File: src/rtl/mem_stage_if.sv
// Data-bus interface between the MEM pipeline stage (master) and the memory system (slave).
interface mem_stage_if #(
    parameter int BUS_ADDR_WIDTH = 32
) ();
    logic                      bus_request;
    logic                      bus_write_enable;
    logic [BUS_ADDR_WIDTH-1:0] bus_addr;
    logic [3:0]                bus_select;
    logic [31:0]               bus_write_data;
    logic [31:0]               bus_read_data;
    logic                      bus_ack;

    modport master (
        output bus_request, bus_write_enable, bus_addr, bus_select, bus_write_data,
        input  bus_read_data, bus_ack
    );
    modport slave (
        input  bus_request, bus_write_enable, bus_addr, bus_select, bus_write_data,
        output bus_read_data, bus_ack
    );
endinterface

File: src/rtl/mem_stage.sv
// MIPS MEM stage: big-endian loads/stores over a request/ack bus, stalls while a transfer is open.
// Optional alignment checking is enabled by defining MEM_ALIGN_CHECK_EN.
module mem_stage #(
    parameter int BUS_ADDR_WIDTH = 32,
    parameter int MEM_OP_WIDTH   = 4
) (
    input  logic                      clock,
    input  logic                      reset,
    input  logic [5:0]                stall,
    input  logic                      ex_write_enable,
    input  logic [4:0]                ex_write_addr,
    input  logic [31:0]               ex_write_data,
    input  logic                      ex_write_hilo_enable,
    input  logic [31:0]               ex_write_hi_data,
    input  logic [31:0]               ex_write_lo_data,
    input  logic [MEM_OP_WIDTH-1:0]   ex_mem_op,
    input  logic [BUS_ADDR_WIDTH-1:0] ex_mem_addr,
    input  logic [31:0]               ex_mem_store_data,
    output logic                      mem_write_enable,
    output logic [4:0]                mem_write_addr,
    output logic [31:0]               mem_write_data,
    output logic                      mem_write_hilo_enable,
    output logic [31:0]               mem_write_hi_data,
    output logic [31:0]               mem_write_lo_data,
    mem_stage_if.master               bus,
    output logic                      stall_request,
    output logic                      mem_misaligned
);
    localparam logic [MEM_OP_WIDTH-1:0] OP_LB  = MEM_OP_WIDTH'(1);
    localparam logic [MEM_OP_WIDTH-1:0] OP_LBU = MEM_OP_WIDTH'(2);
    localparam logic [MEM_OP_WIDTH-1:0] OP_LH  = MEM_OP_WIDTH'(3);
    localparam logic [MEM_OP_WIDTH-1:0] OP_LHU = MEM_OP_WIDTH'(4);
    localparam logic [MEM_OP_WIDTH-1:0] OP_LW  = MEM_OP_WIDTH'(5);
    localparam logic [MEM_OP_WIDTH-1:0] OP_SB  = MEM_OP_WIDTH'(6);
    localparam logic [MEM_OP_WIDTH-1:0] OP_SH  = MEM_OP_WIDTH'(7);
    localparam logic [MEM_OP_WIDTH-1:0] OP_SW  = MEM_OP_WIDTH'(8);

    typedef enum logic [1:0] {IDLE, WAIT, DONE} state_t;

    state_t      state, next_state;
    logic [31:0] captured_data;
    logic        capture, bus_active;
    logic        is_load, is_store, is_byte, is_half, is_word, sign_ext;
    logic        misaligned, access_legal;
    logic [3:0]  lane_select;
    logic [31:0] store_data, load_data;
    logic        unused_stall;

    assign unused_stall = &{1'b0, stall[5], stall[3:0]};

    // Big-endian extraction: offset 0 is the most significant byte.
    function automatic logic [31:0] extract_load(input logic [31:0] word, input logic [1:0] offset,
                                                 input logic byte_op, input logic half_op,
                                                 input logic signed_op);
        logic signed [7:0]  b;
        logic signed [15:0] h;
        logic [31:0]        r;
        case (offset)
            2'd0:    b = word[31:24];
            2'd1:    b = word[23:16];
            2'd2:    b = word[15:8];
            default: b = word[7:0];
        endcase
        h = offset[1] ? word[15:0] : word[31:16];
        if (byte_op)      r = signed_op ? 32'(b) : {24'b0, b};
        else if (half_op) r = signed_op ? 32'(h) : {16'b0, h};
        else              r = word;
        return r;
    endfunction

    always_comb begin
        is_load  = 1'b0;
        is_store = 1'b0;
        is_byte  = 1'b0;
        is_half  = 1'b0;
        is_word  = 1'b0;
        sign_ext = 1'b0;
        case (ex_mem_op)
            OP_LB:   begin is_load  = 1'b1; is_byte = 1'b1; sign_ext = 1'b1; end
            OP_LBU:  begin is_load  = 1'b1; is_byte = 1'b1; end
            OP_LH:   begin is_load  = 1'b1; is_half = 1'b1; sign_ext = 1'b1; end
            OP_LHU:  begin is_load  = 1'b1; is_half = 1'b1; end
            OP_LW:   begin is_load  = 1'b1; is_word = 1'b1; end
            OP_SB:   begin is_store = 1'b1; is_byte = 1'b1; end
            OP_SH:   begin is_store = 1'b1; is_half = 1'b1; end
            OP_SW:   begin is_store = 1'b1; is_word = 1'b1; end
            default: ;
        endcase
    end

`ifdef MEM_ALIGN_CHECK_EN
    assign misaligned = (is_half && ex_mem_addr[0]) || (is_word && (ex_mem_addr[1:0] != 2'b00));
`else
    assign misaligned = 1'b0;
`endif
    assign access_legal = (is_load || is_store) && !misaligned;

    always_comb begin
        lane_select = 4'b0000;
        store_data  = ex_mem_store_data;
        if (is_byte) begin
            lane_select = 4'b1000 >> ex_mem_addr[1:0];
            store_data  = {4{ex_mem_store_data[7:0]}};
        end else if (is_half) begin
            lane_select = ex_mem_addr[1] ? 4'b0011 : 4'b1100;
            store_data  = {2{ex_mem_store_data[15:0]}};
        end else if (is_word) begin
            lane_select = 4'b1111;
        end
    end

    assign load_data = extract_load(captured_data, ex_mem_addr[1:0], is_byte, is_half, sign_ext);

    always_ff @(posedge clock) begin
        if (reset) begin
            state         <= IDLE;
            captured_data <= '0;
        end else begin
            state <= next_state;
            if (capture) captured_data <= bus.bus_read_data;
        end
    end

    // A same-cycle ack still passes through DONE, so every access costs two cycles.
    always_comb begin
        next_state = state;
        bus_active = 1'b0;
        capture    = 1'b0;
        case (state)
            IDLE: begin
                if (access_legal) begin
                    bus_active = 1'b1;
                    if (bus.bus_ack) begin
                        capture    = 1'b1;
                        next_state = DONE;
                    end else begin
                        next_state = WAIT;
                    end
                end
            end
            WAIT: begin
                bus_active = 1'b1;
                if (bus.bus_ack) begin
                    capture    = 1'b1;
                    next_state = DONE;
                end
            end
            DONE: begin
                if (!stall[4]) next_state = IDLE;
            end
            default: next_state = IDLE;
        endcase
    end

    always_comb begin
        bus.bus_request       = 1'b0;
        bus.bus_write_enable  = 1'b0;
        bus.bus_addr          = '0;
        bus.bus_select        = 4'b0000;
        bus.bus_write_data    = '0;
        stall_request         = 1'b0;
        mem_misaligned        = 1'b0;
        mem_write_enable      = 1'b0;
        mem_write_addr        = '0;
        mem_write_data        = '0;
        mem_write_hilo_enable = 1'b0;
        mem_write_hi_data     = '0;
        mem_write_lo_data     = '0;
        if (!reset) begin
            bus.bus_request       = bus_active;
            stall_request         = bus_active;
            if (bus_active) begin
                bus.bus_write_enable = is_store;
                bus.bus_addr         = {ex_mem_addr[BUS_ADDR_WIDTH-1:2], 2'b00};
                bus.bus_select       = lane_select;
                bus.bus_write_data   = is_store ? store_data : 32'h0;
            end
            mem_misaligned        = misaligned;
            mem_write_addr        = ex_write_addr;
            mem_write_enable      = ex_write_enable;
            mem_write_data        = ex_write_data;
            mem_write_hilo_enable = ex_write_hilo_enable;
            mem_write_hi_data     = ex_write_hi_data;
            mem_write_lo_data     = ex_write_lo_data;
            if (is_load) begin
                mem_write_enable = (state == DONE) && ex_write_enable;
                mem_write_data   = (state == DONE) ? load_data : 32'h0;
            end
            if (misaligned) mem_write_enable = 1'b0;
        end
    end
endmodule

File: src/flat_wrapper.sv
// flat-port wrapper written by rule: the top's interface ports become plain ports
module mem_stage_flat 
#(
    parameter int BUS_ADDR_WIDTH = 32,
    parameter int MEM_OP_WIDTH   = 4
)
  (clock, reset, stall, ex_write_enable, ex_write_addr, ex_write_data, ex_write_hilo_enable, ex_write_hi_data, ex_write_lo_data, ex_mem_op, ex_mem_addr, ex_mem_store_data, mem_write_enable, mem_write_addr, mem_write_data, mem_write_hilo_enable, mem_write_hi_data, mem_write_lo_data, stall_request, mem_misaligned, bus_bus_request, bus_bus_write_enable, bus_bus_addr, bus_bus_select, bus_bus_write_data, bus_bus_read_data, bus_bus_ack);
  mem_stage_if #(.BUS_ADDR_WIDTH(BUS_ADDR_WIDTH)) bus_i ();
  input  logic clock;
  input  logic reset;
  input  logic [5:0] stall;
  input  logic ex_write_enable;
  input  logic [4:0] ex_write_addr;
  input  logic [31:0] ex_write_data;
  input  logic ex_write_hilo_enable;
  input  logic [31:0] ex_write_hi_data;
  input  logic [31:0] ex_write_lo_data;
  input  logic [MEM_OP_WIDTH-1:0] ex_mem_op;
  input  logic [BUS_ADDR_WIDTH-1:0] ex_mem_addr;
  input  logic [31:0] ex_mem_store_data;
  output logic mem_write_enable;
  output logic [4:0] mem_write_addr;
  output logic [31:0] mem_write_data;
  output logic mem_write_hilo_enable;
  output logic [31:0] mem_write_hi_data;
  output logic [31:0] mem_write_lo_data;
  output logic stall_request;
  output logic mem_misaligned;
  output wire logic [$bits(bus_i.bus_request)-1:0] bus_bus_request;
  output wire logic [$bits(bus_i.bus_write_enable)-1:0] bus_bus_write_enable;
  output wire logic [$bits(bus_i.bus_addr)-1:0] bus_bus_addr;
  output wire logic [$bits(bus_i.bus_select)-1:0] bus_bus_select;
  output wire logic [$bits(bus_i.bus_write_data)-1:0] bus_bus_write_data;
  input wire logic [$bits(bus_i.bus_read_data)-1:0] bus_bus_read_data;
  input wire logic [$bits(bus_i.bus_ack)-1:0] bus_bus_ack;
  assign bus_bus_request = bus_i.bus_request;
  assign bus_bus_write_enable = bus_i.bus_write_enable;
  assign bus_bus_addr = bus_i.bus_addr;
  assign bus_bus_select = bus_i.bus_select;
  assign bus_bus_write_data = bus_i.bus_write_data;
  assign bus_i.bus_read_data = bus_bus_read_data;
  assign bus_i.bus_ack = bus_bus_ack;
  mem_stage #(.BUS_ADDR_WIDTH(BUS_ADDR_WIDTH), .MEM_OP_WIDTH(MEM_OP_WIDTH)) u_core (.clock(clock), .reset(reset), .stall(stall), .ex_write_enable(ex_write_enable), .ex_write_addr(ex_write_addr), .ex_write_data(ex_write_data), .ex_write_hilo_enable(ex_write_hilo_enable), .ex_write_hi_data(ex_write_hi_data), .ex_write_lo_data(ex_write_lo_data), .ex_mem_op(ex_mem_op), .ex_mem_addr(ex_mem_addr), .ex_mem_store_data(ex_mem_store_data), .mem_write_enable(mem_write_enable), .mem_write_addr(mem_write_addr), .mem_write_data(mem_write_data), .mem_write_hilo_enable(mem_write_hilo_enable), .mem_write_hi_data(mem_write_hi_data), .mem_write_lo_data(mem_write_lo_data), .bus(bus_i), .stall_request(stall_request), .mem_misaligned(mem_misaligned));
endmodule
File: config.mk
export PLATFORM = sky130hd
export DESIGN_NAME = mem_stage_flat
export DESIGN_NICKNAME = d
export VERILOG_FILES = /design/src/rtl/mem_stage_if.sv /design/src/rtl/mem_stage.sv /design/src/flat_wrapper.sv
export SDC_FILE = /design/constraint.sdc
export NUM_CORES = 1
export LEC_CHECK = 0
export ABC_AREA = 0
export BUFFER_PORTS_ARGS = -buffer_cell sky130_fd_sc_hd__buf_2
export CORE_AREA = 2 2 148 150
export CTS_BUF_LIST = sky130_fd_sc_hd__clkbuf_2 sky130_fd_sc_hd__clkbuf_4 sky130_fd_sc_hd__clkbuf_8
export CTS_CLUSTER_DIAMETER = 30
export DETAILED_ROUTE_END_ITERATION = 7
export DIE_AREA = 0 0 150 152
export GPL_ROUTABILITY_DRIVEN = 0
export PLACE_DENSITY = 0.56
export SLEW_MARGIN = 10
export SYNTH_ARGS = -nofsm -noshare
export SYNTH_HDL_FRONTEND = slang
export SYNTH_SLANG_ARGS = --single-unit
export TNS_END_PERCENT = 5
File: constraint.sdc
create_clock -name clock -period 2.8 [get_ports clock]
set_input_delay 0.56 -clock clock [delete_from_list [all_inputs] [get_ports clock]]
set_output_delay 0.56 -clock clock [all_outputs]
set_load 0.1 [all_outputs]
# == Word level (Yosys, flattened, before mapping) ==
# Cells that the tools add are included.
# word_totals
ff_bits,34
input_bits,212
elab_cells,76
out_inout_bits,175
# classes
eq_ne,15
mux,47
n_reduce_logical,11
n_shift,1
# ops
op,n
$mux W32,16
$mux W4,6
$pmux W8 S3,1
$eq A4 B3 Y1 const B,4
$mux W16,1
$mux W1,15
$reduce_or A3 Y1,3
$eq A4 B2 Y1 const B,2
$mux W2,4
$pmux W2 S3,1
$mux W5,1
$reduce_or A5 Y1,1
$eq A2 B1 Y1 const B,2
$eq A2 B2 Y1 const B,2
$eq A4 B1 Y1 const B,1
$eq A4 B4 Y1 const B,1
$logic_not A2 Y1,2
$ne A2 B2 Y1 const B,2
$pmux W1 S2,2
$reduce_or A2 Y1,2
$shr A4 B2 Y4 const A,1
$reduce_and A3 Y1,1
$ne A2 B1 Y1 const B,1
$logic_and A1 B1 Y1,1
$logic_or A1 B1 Y1,1

# == Depth between registers and ports, before layout ==
# logic_depth
word_depth,9
ltp_mapped,8
mapped_depth_nobuf,6

# == Worst setup path after synthesis ==
# OpenSTA, ideal clock, no wires.
# synth_path
path_kind,input to output
start,input ex_mem_op[1]
end,output mem_write_data[0]
cell_stages,7
path_slack_ps,-1674
arrival_time_ps,3914
required_ps,2240
path_cell_list,clkbuf_1 buf_2 a211o_1 buf_2 nor3_4 nand2_1 o21ai_0
# synth_between
elab_chain_len,8
word_cells_on_any_way,18
classes_between,eq/ne (7); mux (8); reduce/logical (3)
# synth_lines
element,line_no,source
from (decl),flat_wrapper.sv:18,input logic [MEM_OP_WIDTH-1:0] ex_mem_op;
$eq A4 B3 Y1 / $eq A4 B2 Y1 (equally long branches),mem_stage.sv:78,case (ex_mem_op)
$reduce_or A3 Y1 (no line),-,
$mux W1,mem_stage.sv:78,
$mux W32,mem_stage.sv:66,"else if (half_op) r = signed_op ? 32'(h) : {16'b0, h};"
$mux W32,mem_stage.sv:65,"if (byte_op) r = signed_op ? 32'(b) : {24'b0, b};"
$mux W32,mem_stage.sv:187,mem_write_data = (state == DONE) ? load_data : 32'h0;
$mux W32 *,mem_stage.sv:185,if (is_load) begin
$mux W32 *,mem_stage.sv:169,if (!reset) begin
to (decl),flat_wrapper.sv:23,output logic [31:0] mem_write_data;
# Every way passes the cells marked *; elsewhere a longest branch is shown, timed or not.

# == Final worst setup path ==
# layout_path
start,input ex_mem_op[2]
end,output bus_bus_addr[28]
# layout_between
elab_chain_len,8
word_cells_on_any_way,17
classes_between,eq/ne (8); mux (6); reduce/logical (3)
# layout_lines
element,line_no,source
"$eq A4 B2 Y1, or another cell as far along",mem_stage.sv:78,
$reduce_or A5 Y1 (no line) / $reduce_or A3 Y1 (equally long branches),-,
$mux W1,mem_stage.sv:78,
$logic_or A1 B1 Y1 *,mem_stage.sv:96,assign access_legal = (is_load || is_store) && !misaligned;
$mux W1 *,mem_stage.sv:131,if (access_legal) begin
$pmux W1 S2 *,mem_stage.sv:129,case (state)
$mux W32 *,mem_stage.sv:172,if (bus_active) begin
$mux W32 *,mem_stage.sv:169,
to (decl),flat_wrapper.sv:31,output wire logic [$bits(bus_i.bus_addr)-1:0] bus_bus_addr;
# Marked as above.

==> summary.md <==
| Metric | Value |
|---|---|
| Worst endpoint data arrival time | `2.20 ns` |
| Max-slew violation count | `0` |
| CP startpoint | `ex_mem_op[2]` |
| Top delay family on crit path | `simple AND/OR/NAND/NOR gates` |
| CP endpoint kind | `output pin` |
| Number of global-route vias before repair | `5008` |
| HPWL after DPL | `about 16 mm` |
| Syn Std Cell Area | `3610 um^2` |
| DR iter-0 viols | `216` |
| CP Launch Type | `input pin` |
| Unrepaired setup endpoints after global routing | `true` |
| Post-route ant nets | `0` |
| Area fraction of the dominant cell type after synthesis | `18.9%` |
| CP max FO | `32` |
| Largest net degree at the start of global routing | `76` |
| Final Hold Viols | `0` |
| Hold Worst Slack | `approximately 0.46 ns` |
| Initial antenna violation count | `1` |
| Max Cap Viol | `0` |
| Clk sink count | `34` |
| Fillers | `2195` |
| Critical-path cell list | `buf_2, buf_6, or4_4, a21oi_2, nor3_4, buf_12, and2_2, buf_12` |
| Fraction of registers with async set/reset | `0%` |
| Fin nets | `1124` |
| Area grow syn2layout | `128%` |
| Clk_lat worst skew | `0.29 ns` |
| FF-to-FF path depth | `6` |
| Post-synthesis register bit count | `34` |
| Wire length per cell | `16.6 um` |
| Overall Global Routing Usage | `16.3%` |
| Worst-margin pin slew | `0.732 ns` |
| CP peak stage delay | `roughly 0.53 ns` |
| Lkg Pwr | `0.00363 uW` |
| Layout Skew | `between 0.005 and 0.006 ns` |
| Most common cell in the netlist | `nand2_1` |
| # IOs | `387` |
| Commonest cells post-synth | `nand2_1 (124), nor2b_1 (74), a21oi_1 (72)` |
| Post-synth EDFFs | `0` |
| DRC | `0` |
| Slowest cell on the critical path | `or4_4` |
| Leading area contributor after synthesis | `dfxtp_1` |
| Reg clk slew, reported paths | `0.07 ns` |
| Die area | `22800 um^2` |
| Period utilisation layout | `between 90% and 100%` |
| CP Class | `in -> out` |
| Util after Layout | `38.5%` |
| Post-synthesis cell count | `534` |
| Crit path capture | `bus_bus_addr[28]` |
| Syn Area/Cell | `6.76 um^2` |
| H-tree Lvls | `2` |
| Initial Util | `~17%` |
| Status | `completed` |
| DR vias/cell | `4.33` |
| Hold_buf cts | `0` |
| Via Count | `5163` |
| Area of the core | `about 21000 um^2` |
| Critical path buffers and inverters | `4` |
| Cell Rows | `54` |
| CP Depth | `8` |
| Inserted Clock Buffers | `5` |
| Worst setup slack after layout | `slightly below 0.04 ns` |
| Hold Crit Class | `in -> reg` |
| Setup TNS | `0 ns` |
| Synth Flop Type | `dfxtp_1` |
| Syn. warnings | `0` |
| Die Height | `152 um` |
| Setup-failing EPs final | `0` |
| Total grt overflow | `0` |
| Worst path most repeated cell | `buf_12` |
| Slew headroom | `51.2%` |
| Seq/Total Area, Yosys | `18.9%` |
| Clock root buffer | `clkbuf_8` |
| FF-to-FF End | `u_core.captured_data[1]` |
| CTS tree | `built` |
| F_max | `362 MHz` |
| Layout cells sized above 1 | `60.3%` |
| CTS Buffer Depth | `2` |
| PD cells | `between 300 and 400 nW/um^2` |
| Synth area leaders | `dfxtp_1 (19%), nand2_1 (13%), nor2b_1 (13%)` |
| Worst reg2reg startpoint | `u_core.state[0]` |
| PortBufs | `between 300 and 400` |
| Tot Pwr | `between 2000 and 3000 uW` |
| First-pass GRT wire length | `about 30 mm` |
| Yosys cell types | `41` |
| Worst vdd ir | `223 uV` |
| Drt total wl | `19.8 mm` |
| Critical path required time | `2.24 ns` |
| Min Tclk post-route | `2.76 ns` |
| Initial DRT Pass Iterations | `4` |
| Placement Setup Slack | `-0.124 ns` |
| Reg2Reg Setup Slack | `about 1.3 ns` |
| Die width | `around 150 um` |
placed cells by master, fill, tap and decap left out, types with 4 or more instances in the layout:
cell type | netlist | layout
a21oi_1 | 72 | 40
o211ai_1 | 17 | 17
mux4_2 | 8 | 8
nand2_2 | 0 | 4
clkbuf_8 | 0 | 5
a21oi_4 | 0 | 12
nor2b_1 | 74 | 73
a31oi_2 | 0 | 5
nor2_2 | 0 | 5
nor2_4 | 0 | 8
a32oi_1 | 7 | 7
mux2_2 | 14 | 14
nor2_1 | 19 | 6
buf_4 | 9 | 35
a21oi_2 | 2 | 22
and2_2 | 0 | 6
o21ai_4 | 0 | 8
dfxtp_1 | 34 | 33
buf_2 | 13 | 275
and2_4 | 0 | 11
and2_1 | 40 | 23
nand2_1 | 124 | 119
buf_12 | 0 | 111
mux2i_1 | 17 | 17
logic make-up (layout without fill, tap and decap cells):
family,Yosys count,count (layout),share of synthesized area (%)
simple gates,274,274,38.1
compound gates,127,127,20.9
buf+inv,57,433,7.32
mux,41,41,14.7
flops,34,34,18.9
other cells,1,4,0.104
worst min-delay path by stage:
stage,start,depth (start not counted),to
after detailed placement,u_core.captured_data[2],2,u_core.captured_data[2]
after floorplan,u_core.captured_data[8],2,u_core.captured_data[8]
after global placement,u_core.captured_data[4],2,u_core.captured_data[4]
final,bus_bus_ack,2,u_core.state[0]
after global routing,bus_bus_ack,2,u_core.state[0]
after CTS,bus_bus_ack,2,u_core.state[0]
layout make-up:
type | instances | area, um^2 | area share [%]
diodes | 1 | 2.50 | 0.0304
clock buffers | 5 | 68.8 | 0.837
clock inverters | 2 | 10.0 | 0.122
inverters | 4 | 18.8 | 0.228
multi-input cells | 445 | 3220 | 39.1
flip-flops and latches | 34 | 682 | 8.29
well taps | 280 | 350 | 4.26
repair buffers | 422 | 3870 | 47.1
registers in the layout, summed over array words and instances (netlist names):
| signal | flops |
|---|---|
| u_core.captured_data | 32 |
| u_core.state | 2 |
power by group:
part / leakage, uW / switching (uW) / internal (uW)
clock: 0.0000438 / 189 / 167
combinational: 0.00331 / 1340 / 611
sequential: 0.000279 / 34.9 / 513
total: 0.00363 / 1570 / 1290
metal layers:
layer  up-vias  share of wire [%]  track usage (%)
met2       221                 49             28.9
met5         -                  0                0
li1       2564                  -                -
met1      2362                 42             21.0
met4         0               0.93             2.70
met3        16                7.8             2.70
worst register-to-register path: stages, from the launching register on:
cell,delay [ns]
dfxtp_1,0.36
a21oi_2,0.06
buf_4,0.16
nor3b_4,0.16
buf_4,0.36
nand2_1,0.18
a21oi_1,0.14
stage by stage:
step	area (um^2)	std cells
2_1_floorplan	4120	536
4_1_cts	8170	1192
3_5_place_dp	8080	1185
5_1_grt	8220	1193
6_report	8220	1193
3_3_place_gp	8080	1185
what timing repair did:
action | CTS | global route
endpoints found under the hold margin | 0 | 0
pin swaps | 0 | 5
setup endpoints to repair | 51 | 70
buffers inserted | 0 | 0
resized for setup | 5 | 17
Power figures use the tool's default switching activity.
